--- config.mk ---
export PLATFORM = sky130hd
export DESIGN_NAME = uart_rx
export DESIGN_NICKNAME = d
export VERILOG_FILES = /design/src/rtl/uart_rx.sv
export SDC_FILE = /design/constraint.sdc
export NUM_CORES = 1
export LEC_CHECK = 0
export BUFFER_PORTS_ARGS = -buffer_cell sky130_fd_sc_hd__clkbuf_2
export CORE_MARGIN = 10
export CORE_UTILIZATION = 50
export DETAILED_ROUTE_END_ITERATION = 12
export PLACE_DENSITY = 0.78
export SLEW_MARGIN = 20
export SYNTH_ARGS = -nofsm -noshare
export SYNTH_HDL_FRONTEND = slang
export SYNTH_SLANG_ARGS = --single-unit
--- constraint.sdc ---
create_clock -name i_clk -period 5.91 [get_ports i_clk]
set_clock_uncertainty 0.1 [all_clocks]
set_input_delay 0.591 -clock i_clk [delete_from_list [all_inputs] [get_ports i_clk]]
set_output_delay 0.591 -clock i_clk [all_outputs]
set_load 0.02 [all_outputs]
--- src/rtl/uart_rx.sv ---
// uart_rx -- 8N1 UART receiver, LSB first, mid-bit sampling.
//
// Samples the asynchronous serial line through a 2-flop synchronizer and
// delivers each received byte with a one-cycle ready strobe.
//
// Optional feature macro: UART_RX_FRAME_ERR_EN
//   defined   : a stop bit sampled low raises o_frame_err for one cycle instead
//               of delivering the byte, then the receiver waits for the line to
//               return high before hunting for the next start bit.
//   undefined : stop bit value ignored; every completed frame is delivered.
//
// Ports:
//   i_clk          system clock, all state on posedge
//   i_rst_n        asynchronous active-low reset
//   i_rx           serial line, asynchronous, idle high
//   o_rx_byte      last correctly received byte (held between deliveries)
//   o_rx_byte_rdy  one-cycle pulse, o_rx_byte was just updated
//   o_rx_busy      high from start-bit detection through the CLEANUP cycle
//   o_frame_err    one-cycle pulse on a bad stop bit (feature only)
module uart_rx #(
  parameter int CLKS_PER_BIT = 217
) (
  input  logic       i_clk,
  input  logic       i_rst_n,
  input  logic       i_rx,
  output logic [7:0] o_rx_byte,
  output logic       o_rx_byte_rdy,
  output logic       o_rx_busy
`ifdef UART_RX_FRAME_ERR_EN
  ,
  output logic       o_frame_err
`endif
);

  // Half-bit point used to re-check the start bit, and the per-bit terminal count.
  localparam logic [13:0] HALF = 14'((CLKS_PER_BIT - 1) / 2);
  localparam logic [13:0] TC   = 14'(CLKS_PER_BIT - 1);

  typedef enum logic [2:0] {
    IDLE,
    START,
    DATA,
    STOP,
    CLEANUP
`ifdef UART_RX_FRAME_ERR_EN
    ,
    WAIT_IDLE
`endif
  } state_t;

  logic        rx_meta, rxs;
  state_t      state, state_n;
  logic [13:0] cnt, cnt_n;
  logic [2:0]  bit_idx, bit_idx_n;
  logic [7:0]  shreg, shreg_n;
  logic [7:0]  byte_q, byte_n;
  logic        rdy_q, rdy_n;
  logic        busy_q, busy_n;
`ifdef UART_RX_FRAME_ERR_EN
  logic        ferr_q, ferr_n;
`endif

  // Synchronizer resets to the idle (high) line level so reset release
  // never looks like a start bit.
  always_ff @(posedge i_clk or negedge i_rst_n) begin
    if (!i_rst_n) begin
      rx_meta <= 1'b1;
      rxs     <= 1'b1;
    end else begin
      rx_meta <= i_rx;
      rxs     <= rx_meta;
    end
  end

  always_ff @(posedge i_clk or negedge i_rst_n) begin
    if (!i_rst_n) begin
      state   <= IDLE;
      cnt     <= '0;
      bit_idx <= '0;
      shreg   <= '0;
      byte_q  <= '0;
      rdy_q   <= 1'b0;
      busy_q  <= 1'b0;
`ifdef UART_RX_FRAME_ERR_EN
      ferr_q  <= 1'b0;
`endif
    end else begin
      state   <= state_n;
      cnt     <= cnt_n;
      bit_idx <= bit_idx_n;
      shreg   <= shreg_n;
      byte_q  <= byte_n;
      rdy_q   <= rdy_n;
      busy_q  <= busy_n;
`ifdef UART_RX_FRAME_ERR_EN
      ferr_q  <= ferr_n;
`endif
    end
  end

  // The delivery decision is taken at the stop-bit sample, so the byte and
  // strobe are registered on entry to CLEANUP and are visible for exactly
  // the CLEANUP cycle.
  always_comb begin
    state_n   = state;
    cnt_n     = cnt;
    bit_idx_n = bit_idx;
    shreg_n   = shreg;
    byte_n    = byte_q;
    rdy_n     = 1'b0;
`ifdef UART_RX_FRAME_ERR_EN
    ferr_n    = 1'b0;
`endif
    case (state)
      IDLE: begin
        cnt_n     = '0;
        bit_idx_n = '0;
        if (!rxs) state_n = START;
      end
      START: begin
        if (cnt == HALF) begin
          cnt_n   = '0;
          // Line back high at mid start bit: treat as a glitch.
          state_n = rxs ? IDLE : DATA;
        end else begin
          cnt_n = cnt + 14'd1;
        end
      end
      DATA: begin
        if (cnt == TC) begin
          cnt_n            = '0;
          shreg_n[bit_idx] = rxs;
          if (bit_idx == 3'd7) begin
            bit_idx_n = '0;
            state_n   = STOP;
          end else begin
            bit_idx_n = bit_idx + 3'd1;
          end
        end else begin
          cnt_n = cnt + 14'd1;
        end
      end
      STOP: begin
        if (cnt == TC) begin
          cnt_n   = '0;
          state_n = CLEANUP;
`ifdef UART_RX_FRAME_ERR_EN
          if (!rxs) begin
            ferr_n = 1'b1;
          end else begin
            byte_n = shreg;
            rdy_n  = 1'b1;
          end
`else
          byte_n = shreg;
          rdy_n  = 1'b1;
`endif
        end else begin
          cnt_n = cnt + 14'd1;
        end
      end
      CLEANUP: begin
`ifdef UART_RX_FRAME_ERR_EN
        // After a bad stop bit the line may be in a break; hold off until
        // it returns high so a break gives a single error pulse.
        state_n = ferr_q ? WAIT_IDLE : IDLE;
`else
        state_n = IDLE;
`endif
      end
`ifdef UART_RX_FRAME_ERR_EN
      WAIT_IDLE: begin
        if (rxs) state_n = IDLE;
      end
`endif
      default: state_n = IDLE;
    endcase
    busy_n = (state_n != IDLE);
  end

  assign o_rx_byte     = byte_q;
  assign o_rx_byte_rdy = rdy_q;
  assign o_rx_busy     = busy_q;
`ifdef UART_RX_FRAME_ERR_EN
  assign o_frame_err   = ferr_q;
`endif

endmodule

==> results_dict.tcl <==
set metrics [dict create \
    post_drt_wl_per_cell_um 15.3 \
    grt_util_all_layers_pct 11.3 \
    worstPathMaxFanout 20 \
    worst_ir_drop_vdd_mv 0.172 \
    power.share.clock_pct 44.4 \
    hold_class "register to register" \
    cts_post_setup_buffers_inserted 0 \
    yosys-top-cells-count "38 x dfrtp_1, 21 x nand2_1, 19 x o21ai_0" \
    number_of_register_bits_inferred_by_synthesis 40 \
    grt_pass1_wl_mm 7.07 \
    initial_core_util_pct 52.4 \
    detailedRoute.firstPassIterationCount 4 \
    timing.final.crit_share_pct 45.8 \
    clk_transition_reported_paths_ns 0.08 \
    buffer_ports.inserted 12 \
    synth_fp_nets 210 \
    asyncSetResetFlopFracSynth_pct 100 \
    numCtsBuffers 5 \
    finish.net_count 211 \
    clockBufferDepth 2 \
    finalHoldViolCount 0 \
    tritoncts "built" \
    initial_antenna_violation_count 0 \
    post_synth_instance_area_um2 2110 \
    post_cts_hold_buffer_count 0 \
    finalSetupViolCount 0 \
    area_delta_synth_final_pct 7.23 \
    first_global_vias 1489 \
    max_stage_delay_ns 0.63 \
    postSynth.topFlopCell "dfrtp_1" \
    final-max-slew-violation-count 0 \
    postPlaceCellArea_um2 2150 \
    path_cells "inv_1 -> ha_1 -> nor4b_4 -> and4_1 -> and4b_1 -> mux2_2" \
    p_sw_mw 0.104 \
    syn_avg_cell_area_um2 10.4 \
    route.vias.total 1544 \
    crit_arrival_ns 2.79 \
    dieArea_um2 7220 \
    drt_first_iter_violations 195 \
    static-leakage-power_nw 0.998 \
    slew_hr_pct 35.2 \
    post-synth-top-area-cell "dfrtp_1" \
    synth_most_common_cell "dfrtp_1" \
    insertion_delay_to_the_later_sink_of_the_worst_skew_pair_ns 0.29 \
    synthTopCellsByArea "dfrtp_1 45%, mux2_2 8.5%, o21ai_0 4.5%" \
    chipWidth_um 85.0 \
    critical_path_class "register to register" \
    num_rows 23 \
    postRouteWirelength_mm 3.91 \
    post_synth_inst_count 203 \
    synth.yosys.seq_area_share_pct 47.5 \
    grt_overflow 0 \
    post_synth_num_cell_types 44 \
    place.gp.congestion 0.829 \
    final_standard_cell_area_without_fillers_um2 2260 \
    number_of_antenna_repair_diodes 0 \
    internal-power_mw 0.402 \
    hold_ws_ns 0.259 \
    cts-htree-levels 2 \
    fp.coreArea_um2 4030 \
    timing.critical_path.to_type "register" \
    status "complete, no violations" \
    grt_max_degree 41 \
    switching_fraction_of_total_power_pct 20.5 \
    floorplan.die.height_um 85.0 \
    post-synth-top-area-fraction_pct 45.1 \
    layout_min_cycle_time_ns 2.71 \
    route.detailed.vias_per_inst 6.05 \
    combinationalPowerShare_pct 1.1 \
    synth-edff-count 0 \
    worst_setup_path_start_kind "register" \
    final.setup.tns_ns 0 \
    final_layout_size_suffix_gt1_share_pct 22.9 \
    yosys_warnings 0 \
    timing.reg2reg.setup_slack_ns 3.20 \
    maxClockFrequency_mhz 369 \
    ctsResizeCount 0 \
    drc_errors 0 \
    ant_nets 0 \
    design.portCount 13 \
    cell_type_of_the_slowest_stage_on_the_worst_timing_path "and4_1" \
    dp_hpwl_mm 2.56 \
    cellPowerDensity_nw_per_um2 224 \
    power_share_of_the_sequential_group_pct 54.5 \
    clockRootBuffer "clkbuf_8" \
    clock-sinks 40 \
    worst-slew-pin-transition_ns 0.973 \
    cap_violations 0 \
    rsz0062_at_grt "no" \
    worst-endpoint-required_ns 5.99 \
]
-- worst max-delay path: cells and delay by family (launching register included) --
kind                       cells  cell delay, ns
adders and majority gates      1            0.15
buffers and inverters          1            0.10
DFF                            1            0.44
muxes                          1            0.38
and+or+nand+nor                3            1.43
-- path summary, 6_finish.rpt --
path | startpoint | end | cells after the start
max in group asynchronous | i_rst_n | state[2] | 1
min in group asynchronous | i_rst_n | cnt[9] | 1
max | cnt[0] | o_rx_byte[7] | 6
min reg2reg | rx_meta | rxs | 0
max reg2reg | cnt[0] | o_rx_byte[7] | 6
min | rx_meta | rxs | 0
-- through the flow --
step	power [mW]	util, %	std cells	setup WS [ns]
CTS	0.515	56.1	255	3.23
floorplan	0.281	-	203	3.84
global placement	0.287	53.3	247	3.32
global route	0.527	56.2	255	2.99
detailed placement	0.288	53.3	247	3.23
finish	0.506	56.2	255	3.20
-- power groups by stage --
stage / Combinational, mW / Sequential (mW) / Clock, mW
final: 0.00580 / 0.276 / 0.225
after global routing: 0.00700 / 0.276 / 0.244
after CTS: 0.00625 / 0.276 / 0.233
after detailed placement: 0.00631 / 0.281 / 0
after global placement: 0.00620 / 0.281 / 0
after floorplan: 0.000941 / 0.280 / 0
-- kinds of logic (layout without fill, tap and decap cells) --
group	Yosys count	after routing	synth area share [%]
flip-flops	40	40	47.5
AO/OA/AOI/OAI	39	39	12.4
multiplexers	18	18	9.48
adder cells (fa/ha/maj)	4	4	2.37
buffers and inverters	21	23	4.68
AND/OR/NAND/NOR	81	81	23.5
-- per-layer routing --
| layer | vias to the layer above | track usage, % | share of wire, % |
|---|---|---|---|
| met1 | 751 | 14.9 | 50 |
| met5 | - | 0 | 0 |
| li1 | 760 | - | - |
| met4 | 0 | 4.64 | 1.7 |
| met2 | 29 | 17.4 | 45 |
| met3 | 4 | 2.29 | 2.7 |
-- layout make-up --
class	count	area, µm²
sequential	40	1000
fill	344	1770
tap	50	62.6
multi-input combinational	142	1010
timing repair buffer	12	60.1
inverter	3	11.3
clock inverter	3	47.5
clock buffer	5	68.8
-- cell usage in the layout, fill, tap and decap left out, types with 2 or more instances in the layout --
cell type	count
a21oi_1	2
a311oi_1	2
a41oi_1	2
and3_1	2
and3b_1	2
and4_1	3
and4b_1	4
and4bb_2	2
clkbuf_2	12
clkbuf_8	5
clkinv_4	2
dfrtp_1	37
dfstp_2	2
ha_1	4
inv_1	3
mux2_2	16
mux2i_1	2
nand2_1	21
nand2b_1	2
nand3_1	4
nand3b_1	2
nand4_1	10
nand4b_1	2
nor2_1	10
nor3_1	3
nor4_1	2
o211ai_1	5
o21ai_0	19
o41a_1	3
or2_2	3
or4_1	4
-- state kept, by name (all words and copies together), names as in the netlist --
signal         cells
bit_idx            3
state              3
cnt               14
o_rx_busy          1
o_rx_byte          8
shreg              8
o_rx_byte_rdy      1
rxs                1
rx_meta            1
(Power assumes the default switching activity.)
